File: src/rtl/load_store_unit.sv
// load_store_unit
//   Single-outstanding load/store unit between a CPU request port and a
//   byte-addressed memory bus. Each request passes through IDLE -> ACCESS -> RESP.
//   Illegal sizes skip ACCESS and return an error.
//   Misaligned half/word requests are handled in one of two ways, selected at build time:
//     - LSU_MISALIGNED_EN defined: the request is split into 2 or 4 single-byte
//       bus accesses.
//     - LSU_MISALIGNED_EN undefined: the request is rejected with resp_err.
//
// Ports
//   clk, rst_n        : clock, asynchronous active-low reset
//   req_valid/ready   : request handshake (accepted when both high at a rising edge)
//   req_we            : 1 = store, 0 = load
//   req_size          : 00 byte, 01 half, 10 word, 11 illegal
//   req_signed        : sign-extend byte/half loads
//   req_addr          : byte address
//   req_wdata         : right-aligned store data
//   resp_valid        : one-cycle completion pulse
//   resp_rdata        : load result (0 for stores/errors), held until next response
//   resp_err          : request rejected, held until next response
//   bus_addr          : bus byte address (IDLE_ADDR when no access in progress)
//   bus_wdata         : right-aligned bus write data
//   bus_write_enable  : one-hot strobe [0]=word [1]=half [2]=byte, 000 = read/idle
//   bus_rdata         : combinational read data, already right-aligned
module load_store_unit #(
  parameter logic [31:0] IDLE_ADDR = 32'h0000_0000
) (
  input  logic        clk,
  input  logic        rst_n,
  input  logic        req_valid,
  output logic        req_ready,
  input  logic        req_we,
  input  logic [1:0]  req_size,
  input  logic        req_signed,
  input  logic [31:0] req_addr,
  input  logic [31:0] req_wdata,
  output logic        resp_valid,
  output logic [31:0] resp_rdata,
  output logic        resp_err,
  output logic [31:0] bus_addr,
  output logic [31:0] bus_wdata,
  output logic [2:0]  bus_write_enable,
  input  logic [31:0] bus_rdata
);

  typedef enum logic [1:0] {S_IDLE, S_ACCESS, S_RESP} state_t;

  state_t      r_state;
  state_t      w_next;

  logic        r_we;
  logic [1:0]  r_size;
  logic        r_signed;
  logic [31:0] r_addr;
  logic [31:0] r_wdata;
  logic [31:0] r_rdata;
  logic        r_err;

  logic        w_accept;
  logic        w_illegal;
  logic        w_misal;
  logic        w_err_req;
  logic        w_last;
  logic [31:0] w_raw;
  logic [31:0] w_ext;
  logic [2:0]  w_strobe;

  assign w_accept  = req_valid & req_ready;
  assign w_illegal = (req_size == 2'b11);
  assign w_misal   = ((req_size == 2'b01) & req_addr[0]) |
                     ((req_size == 2'b10) & (req_addr[1:0] != 2'b00));

`ifdef LSU_MISALIGNED_EN
  logic        r_split;
  logic [1:0]  r_cnt;
  logic [31:0] r_acc;
  logic [4:0]  w_shamt;

  assign w_err_req = w_illegal;
  assign w_shamt   = {r_cnt, 3'b000};
  // Final byte of a split: 2 bytes for a half, 4 for a word.
  assign w_last    = r_split ? (r_cnt == ((r_size == 2'b01) ? 2'd1 : 2'd3)) : 1'b1;
  // Split loads assemble the result one byte per cycle from bus_rdata[7:0].
  assign w_raw     = r_split ? (r_acc | ({24'h0, bus_rdata[7:0]} << w_shamt)) : bus_rdata;
`else
  assign w_err_req = w_illegal | w_misal;
  assign w_last    = 1'b1;
  assign w_raw     = bus_rdata;
`endif

  always_comb begin
    w_ext = w_raw;
    case (r_size)
      2'b00:   w_ext = {{24{r_signed & w_raw[7]}},  w_raw[7:0]};
      2'b01:   w_ext = {{16{r_signed & w_raw[15]}}, w_raw[15:0]};
      default: w_ext = w_raw;
    endcase
  end

  always_comb begin
    w_strobe = 3'b000;
    case (r_size)
      2'b00:   w_strobe = 3'b100;
      2'b01:   w_strobe = 3'b010;
      2'b10:   w_strobe = 3'b001;
      default: w_strobe = 3'b000;
    endcase
`ifdef LSU_MISALIGNED_EN
    if (r_split) w_strobe = 3'b100;
`endif
  end

  always_comb begin
    w_next = r_state;
    case (r_state)
      S_IDLE:   if (w_accept) w_next = w_err_req ? S_RESP : S_ACCESS;
      S_ACCESS: if (w_last) w_next = S_RESP;
      S_RESP:   w_next = S_IDLE;
      default:  w_next = S_IDLE;
    endcase
  end

  // Control and response state
  always_ff @(posedge clk or negedge rst_n) begin
    if (!rst_n) begin
      r_state <= S_IDLE;
      r_rdata <= 32'h0;
      r_err   <= 1'b0;
`ifdef LSU_MISALIGNED_EN
      r_cnt   <= 2'd0;
`endif
    end else begin
      r_state <= w_next;
      if ((r_state == S_IDLE) && w_accept && w_err_req) begin
        r_err   <= 1'b1;
        r_rdata <= 32'h0;
      end else if ((r_state == S_ACCESS) && w_last) begin
        r_err   <= 1'b0;
        r_rdata <= r_we ? 32'h0 : w_ext;
      end
`ifdef LSU_MISALIGNED_EN
      if (w_accept) r_cnt <= 2'd0;
      else if ((r_state == S_ACCESS) && !w_last) r_cnt <= r_cnt + 2'd1;
`endif
    end
  end

  // Latched request; only loaded on acceptance so later input changes are ignored
  always_ff @(posedge clk) begin
    if (w_accept) begin
      r_we     <= req_we;
      r_size   <= req_size;
      r_signed <= req_signed;
      r_addr   <= req_addr;
      r_wdata  <= req_wdata;
`ifdef LSU_MISALIGNED_EN
      r_split  <= w_misal;
      r_acc    <= 32'h0;
    end else if ((r_state == S_ACCESS) && !w_last) begin
      r_acc    <= w_raw;
`endif
    end
  end

  // Bus outputs decode from state only, so reset takes effect immediately
  always_comb begin
    bus_addr         = IDLE_ADDR;
    bus_wdata        = 32'h0;
    bus_write_enable = 3'b000;
    if (r_state == S_ACCESS) begin
`ifdef LSU_MISALIGNED_EN
      bus_addr  = r_addr + {30'h0, r_cnt};
      bus_wdata = r_wdata >> w_shamt;
`else
      bus_addr  = r_addr;
      bus_wdata = r_wdata;
`endif
      bus_write_enable = r_we ? w_strobe : 3'b000;
    end
  end

  assign req_ready  = (r_state == S_IDLE) & rst_n;
  assign resp_valid = (r_state == S_RESP);
  assign resp_rdata = r_rdata;
  assign resp_err   = r_err;

endmodule

File: config.mk
export PLATFORM = sky130hd
export DESIGN_NAME = load_store_unit
export DESIGN_NICKNAME = d
export VERILOG_FILES = /design/src/rtl/load_store_unit.sv
export SDC_FILE = /design/constraint.sdc
export NUM_CORES = 1
export LEC_CHECK = 0
export CAP_MARGIN = 20
export CORE_MARGIN = 8
export CORE_UTILIZATION = 39
export DETAILED_ROUTE_END_ITERATION = 12
export MAX_ROUTING_LAYER = met4
export PLACE_DENSITY_LB_ADDON = 0.05
export SLEW_MARGIN = 20
export SYNTH_ARGS = -nofsm -noshare
export SYNTH_HDL_FRONTEND = slang
export SYNTH_SLANG_ARGS = --single-unit
File: constraint.sdc
create_clock -name clk -period 2.9 [get_ports clk]
set_input_delay 0.58 -clock clk [delete_from_list [all_inputs] [get_ports clk]]
set_output_delay 0.58 -clock clk [all_outputs]
set_load 0.05 [all_outputs]
==> impl_metrics.tcl, run 1 <==
set metrics [dict create \
    status "completed" \
    timing.max_slew.rel_slack 0.389 \
    seqCellArea_um2 2920 \
    clk_latency_ns 0.36 \
    netlist_instances 325 \
    final_common_cell "clkdlybuf4s50_1" \
    antenna_found_initial 0 \
    setup.worst_path.start_class "flip-flop" \
    via_per_inst 4.90 \
    wl_per_cell_um 18.0 \
    min_period_ns 2.76 \
    worst_pin_slew_ns 0.915 \
    clk_pin_slew_ns 0.09 \
    required_ns 2.32 \
    area_growth_pct 52.9 \
    die_w_um 121 \
    cp_slowest_cell "clkdlybuf4s50_1" \
    synth_fp_nets 428 \
    period_share 0.953 \
    ys_ff_latch 103 \
    rsz0062_at_grt "false" \
    groute.usage.overall 0.169 \
    cp_slowest_stage_delay_ns 0.81 \
    critPathKind "reg2out" \
    final_cell_mix "clkdlybuf4s50_1, and2_1, edfxtp_1" \
    coreArea_um2 10700 \
    drt-initial-drc-count 162 \
    num_rows 38 \
    worst-r2r-cell-count 3 \
    final_antenna_net_count 0 \
    syn_area_um2 4270 \
    max-cap-violations 0 \
    maxSlewViolCount 0 \
    critPathArrivalTime_ns 2.18 \
    num_io_pins 205 \
    fin_skew_ns 0.00915 \
    drc 0 \
    portBuffers 204 \
    min_from "resp_err" \
    numCtsBuffers 9 \
    synth_compound_area_frac 0.0903 \
    max_clock_freq_mhz 362 \
    hpwl_mm 8.98 \
    crit_fanout 19 \
    r2r_slack_ns 0.93 \
    r2r-end "resp_rdata[27]" \
    cts_max_path_buffers 2 \
    drive_gt1_frac 0.169 \
    final_nets 629 \
    path_buf_inv 1 \
    yosys.area_share.simple 0.191 \
    power.density_nw_per_um2 523 \
    hold_depth 1 \
    path_cells "nor2b_4, and2_1, clkdlybuf4s50_1" \
    synth_area_per_cell_um2 13.1 \
    grt_max_degree 56 \
    synthMuxAreaShare 0.00264 \
    vdd_ir_drop_max_uv 234 \
    dieArea_um2 14500 \
    synthAdderAreaFrac 0 \
    instances_no_fill 671 \
    crit_family "buffers and inverters" \
    reg2reg_from "r_we" \
    htreeDepth 3 \
    finalSetupTns_ns 0 \
    ys_types 28 \
    initial_core_util 0.397 \
    antenna_cells 0 \
    fill_cells 952 \
    post_cts_buffers 0 \
    cts_tree "yes" \
    grt_pass1_wl_mm 18.5 \
    wl_mm 12.1 \
    setup_viol 0 \
    die_height_um 121 \
    synth_top_family_by_area "simple AND/OR/NAND/NOR gates" \
    hold_path_class "reg2reg" \
    drt_pre_antenna_iters 4 \
    finalWeightedCongestion 0.750 \
    grt_pass1_vias 3466 \
    numClockSinks 103 \
    multi_input_area_um2 1220 \
    hold_viol 0 \
    hold_path_end "resp_err" \
    grt-ovfl-total 0 \
    p_leak_nw 2.54 \
    synthXorXnorAreaFrac 0 \
    root_buffer "clkbuf_8" \
    place_inst 654 \
    num_vias 3285 \
    yosys_warnings 0 \
    cp-end-kind "output port" \
    synth-seq-area-share 0.684 \
]
-- metal layers --
layer | routed length, µm | GRT usage | vias to the layer above
met4 | 161 | 0.0546 | 0
met2 | 5930 | 0.273 | 125
met5 | 0 | - | -
met1 | 5040 | 0.193 | 1601
met3 | 968 | 0.0611 | 13
li1 | - | - | 1546
-- registers in the layout (all words and copies together), names as in the netlist --
name        count
resp_err        1
r_we            1
r_size          2
resp_rdata     32
r_signed        1
r_addr         32
r_wdata        32
r_state         2
-- stage by stage --
stage                util  total power, W  hold WS (ns)  worst slack, ns  cell area, µm²
finish              0.607         0.00341         0.501            0.136            6520
global route        0.607         0.00355         0.524           0.0143            6520
CTS                 0.607         0.00346         0.504           0.0900            6520
detailed placement  0.587         0.00254         0.403            0.522            6310
global placement    0.587         0.00253         0.400            0.557            6310
floorplan               -         0.00218         0.284            0.350            4270
-- worst max-delay path by stage --
stage / startpoint / endpoint / slack (ns) / depth (start not counted)
4_1_cts: r_state[1] / bus_addr[18] / 0.09 / 3
3_5_place_dp: r_state[1] / bus_addr[11] / 0.52 / 3
2_1_floorplan: r_state[1] / bus_write_enable[1] / 0.35 / 4
5_1_grt: r_state[1] / bus_addr[11] / 0.01 / 3
6_report: r_state[1] / bus_addr[11] / 0.14 / 3
3_3_place_gp: r_state[1] / bus_wdata[25] / 0.56 / 3
-- area by class of cell --
class,instances,share of cell area
Sequential cell,103,0.447
Timing Repair Buffer,214,0.307
Multi-Input combinational cell,196,0.187
Tap cell,140,0.0269
Clock buffer,12,0.0238
Clock inverter,4,0.00691
Inverter,2,0.00115
-- logic make-up (layout without fill, tap and decap cells) --
logic type             after synthesis  count (layout)
AND/OR/NAND/NOR                    136             136
flip-flops                         103             103
AO/OA/AOI/OAI                       59              59
buffers and inverters               26             232
multiplexers                         1               1
-- synthesized netlist by cell type --
cell type	number	area [µm²]
a211o_1	1	8.76
inv_1	2	7.51
nor3b_1	3	22.5
nor2_1	3	11.3
buf_4	5	37.5
o21ai_0	6	30.0
nor3b_4	1	18.8
nand4bb_4	1	27.5
clkbuf_1	8	30.0
o221ai_1	16	140
nand2b_1	1	6.26
o32ai_1	1	8.76
a21o_1	1	7.51
nand2_1	33	124
a21oi_1	25	125
nor3_1	2	10.0
buf_2	10	50.1
nor3_4	1	16.3
buf_6	1	11.3
and2_1	80	500
nand3b_1	7	52.6
o211ai_1	8	60.1
mux2_2	1	11.3
edfxtp_1	68	2040
or2_2	1	6.26
nor2b_1	3	18.8
o21ai_1	1	5.00
dfrtp_1	35	876
-- worst register-to-register path: cells and delay by family (launching register included) --
kind / cells / cell delay (ns)
AOI/OAI and AO/OA: 2 / 0.52
DFF: 1 / 0.57
and+or+nand+nor: 1 / 0.81
-- power by group --
part | switching (W) | internal (W)
registers | 0.0000436 | 0.00168
logic | 0.000467 | 0.000313
clock network | 0.000466 | 0.000442
total | 0.000976 | 0.00243
-- what timing repair did --
item | in CTS | in global routing
gates resized for setup | 0 | 0
hold endpoints to repair | 2 | 0
hold buffers | 1 | 0
No activity file was read; power rests on OpenSTA's default activity.
==> run 2: changes to the inputs <==
Settings changed: CORE_UTILIZATION 39 to 41.
==> run 2 against run 1 <==
  * Sequential share of layout area decreased by 0.15 points
  * Power decreased by 1.7%
  * Clock power is 7.2% lower
  * Setup slack improved by 0.020 ns
  * Highest routed layer unchanged
  * Via count fell by 1.6%
  * Fmax up 0.75%
  * Sequential power about the same
  * Worst hold slack got worse by 0.44 ns
==> impl_metrics.tcl, run 2 (synthesized netlist as in run 1, its figures left out) <==
set metrics [dict create \
    final_area_um2 6540 \
    critPathKind "reg2out" \
    wl_per_cell_um 17.8 \
    status "completed" \
    post_cts_buffers 0 \
    via_per_inst 4.83 \
    crit_fanout 11 \
    required_ns 2.32 \
    worst_pin_slew_ns 0.956 \
    final_antenna_net_count 0 \
    numClockSinks 103 \
    critPathArrivalTime_ns 2.16 \
    fin_skew_ns 0.00934 \
    num_rows 37 \
    final_common_cell "clkdlybuf4s50_1" \
    pre_cts_ws_ns 0.446 \
    hold_path_class "in2async" \
    setup.worst_path.start_class "flip-flop" \
    min_period_ns 2.74 \
    vdd_ir_drop_max_uv 313 \
    drt_pre_antenna_iters 4 \
    htreeDepth 3 \
    num_io_pins 205 \
    finalSetupTns_ns 0 \
    timing.max_slew.rel_slack 0.362 \
    power.density_nw_per_um2 512 \
    final_nets 631 \
    grt-ovfl-total 0 \
    portBuffers 204 \
    antenna_cells 0 \
    clkPwrFrac 0.251 \
    antenna_found_initial 0 \
    wl_mm 11.9 \
    cp-end-kind "output port" \
    period_share 0.946 \
    die_w_um 118 \
    grt_pass1_wl_mm 18.8 \
    ctsResizeCount 0 \
    clk_pin_slew_ns 0.09 \
    numCtsBuffers 9 \
    area_growth_pct 53.4 \
    hold_viol 0 \
    clk_latency_ns 0.35 \
    grt_pass1_vias 3493 \
    layout_setup_ws_ns 0.156 \
    drive_gt1_frac 0.144 \
    dpl-instance-area_um2 6340 \
    root_buffer "clkbuf_8" \
    groute.usage.overall 0.175 \
    hpwl_mm 8.93 \
    initial_core_util 0.417 \
    maxSlewViolCount 0 \
    die_height_um 118 \
    final_cell_mix "clkdlybuf4s50_1, and2_1, edfxtp_1" \
    switching_power_w 0.000955 \
    dieArea_um2 13900 \
    cts_max_path_buffers 2 \
    ctsHoldBuffers 0 \
    cts_tree "yes" \
    rsz0062_at_grt "false" \
    max-cap-violations 0 \
    p_leak_nw 2.60 \
    setup_viol 0 \
    power_frac_comb 0.233 \
    max_clock_freq_mhz 364 \
    netSwitchingFraction 0.285 \
    drt-initial-drc-count 211 \
    intPower_w 0.00240 \
    worst-r2r-cell-count 3 \
    num_vias 3231 \
    finalWeightedCongestion 0.750 \
    power_frac_seq 0.516 \
    grt_max_degree 42 \
    coreArea_um2 10200 \
    drc 0 \
]
run 2: final cells by class:
| type | instances | area (µm²) |
|---|---|---|
| clock buffers | 15 | 146 |
| clock inverters | 1 | 30.0 |
| well taps | 136 | 170 |
| inverters | 2 | 7.51 |
| repair buffers | 215 | 2040 |
| multi-input cells | 197 | 1230 |
| flip-flops and latches | 103 | 2920 |
| fillers | 813 | 3690 |
run 2: path summary, 6_finish.rpt:
check                      startpoint        endpoint  slack (ns)
setup reg to reg                 r_we  resp_rdata[27]        0.92
max in group asynchronous       rst_n  resp_rdata[25]        2.20
min in group clk             resp_err        resp_err        0.50
setup / recovery           r_state[1]    bus_addr[13]        0.16
hold / removal                  rst_n      r_state[0]        0.06
hold reg to reg              resp_err        resp_err        0.50
run 2: stage by stage:
| step | std cells | hold WS (ns) | util | power, W |
|---|---|---|---|---|
| after floorplan | 325 | 0.284 | - | 0.00218 |
| after global placement | 652 | 0.437 | 0.620 | 0.00254 |
| after detailed placement | 652 | 0.437 | 0.620 | 0.00255 |
| after CTS | 668 | 0.0466 | 0.637 | 0.00338 |
| after global routing | 669 | 0.0432 | 0.640 | 0.00349 |
| final | 669 | 0.0584 | 0.640 | 0.00335 |
run 2: power by group through the flow:
stage               registers [W]  logic [W]  clock network (W)
finish                    0.00173   0.000780           0.000842
global route              0.00174   0.000823           0.000929
CTS                       0.00173   0.000789           0.000866
detailed placement        0.00176   0.000787                  0
global placement          0.00176   0.000780                  0
floorplan                 0.00194   0.000240                  0
run 2: worst max-delay path: stages (launching register included):
cell and delay (ns):
dfrtp_1 0.53, nor2b_4 0.31, and2_1 0.17, clkdlybuf4s50_1 0.80
run 2: layer usage:
layer / vias to the layer above / wire length (µm) / global-route usage
met5: - / 0 / -
met4: 0 / 108 / 0.0416
met3: 8 / 1060 / 0.0796
met2: 127 / 5890 / 0.279
met1: 1542 / 4860 / 0.197
li1: 1554 / - / -
==> run 3: changes to the inputs <==
Settings changed: CAP_MARGIN 20 to default.
==> results of run 3 <==
The final DEF is identical to that of run 2; final timing and power are the same.
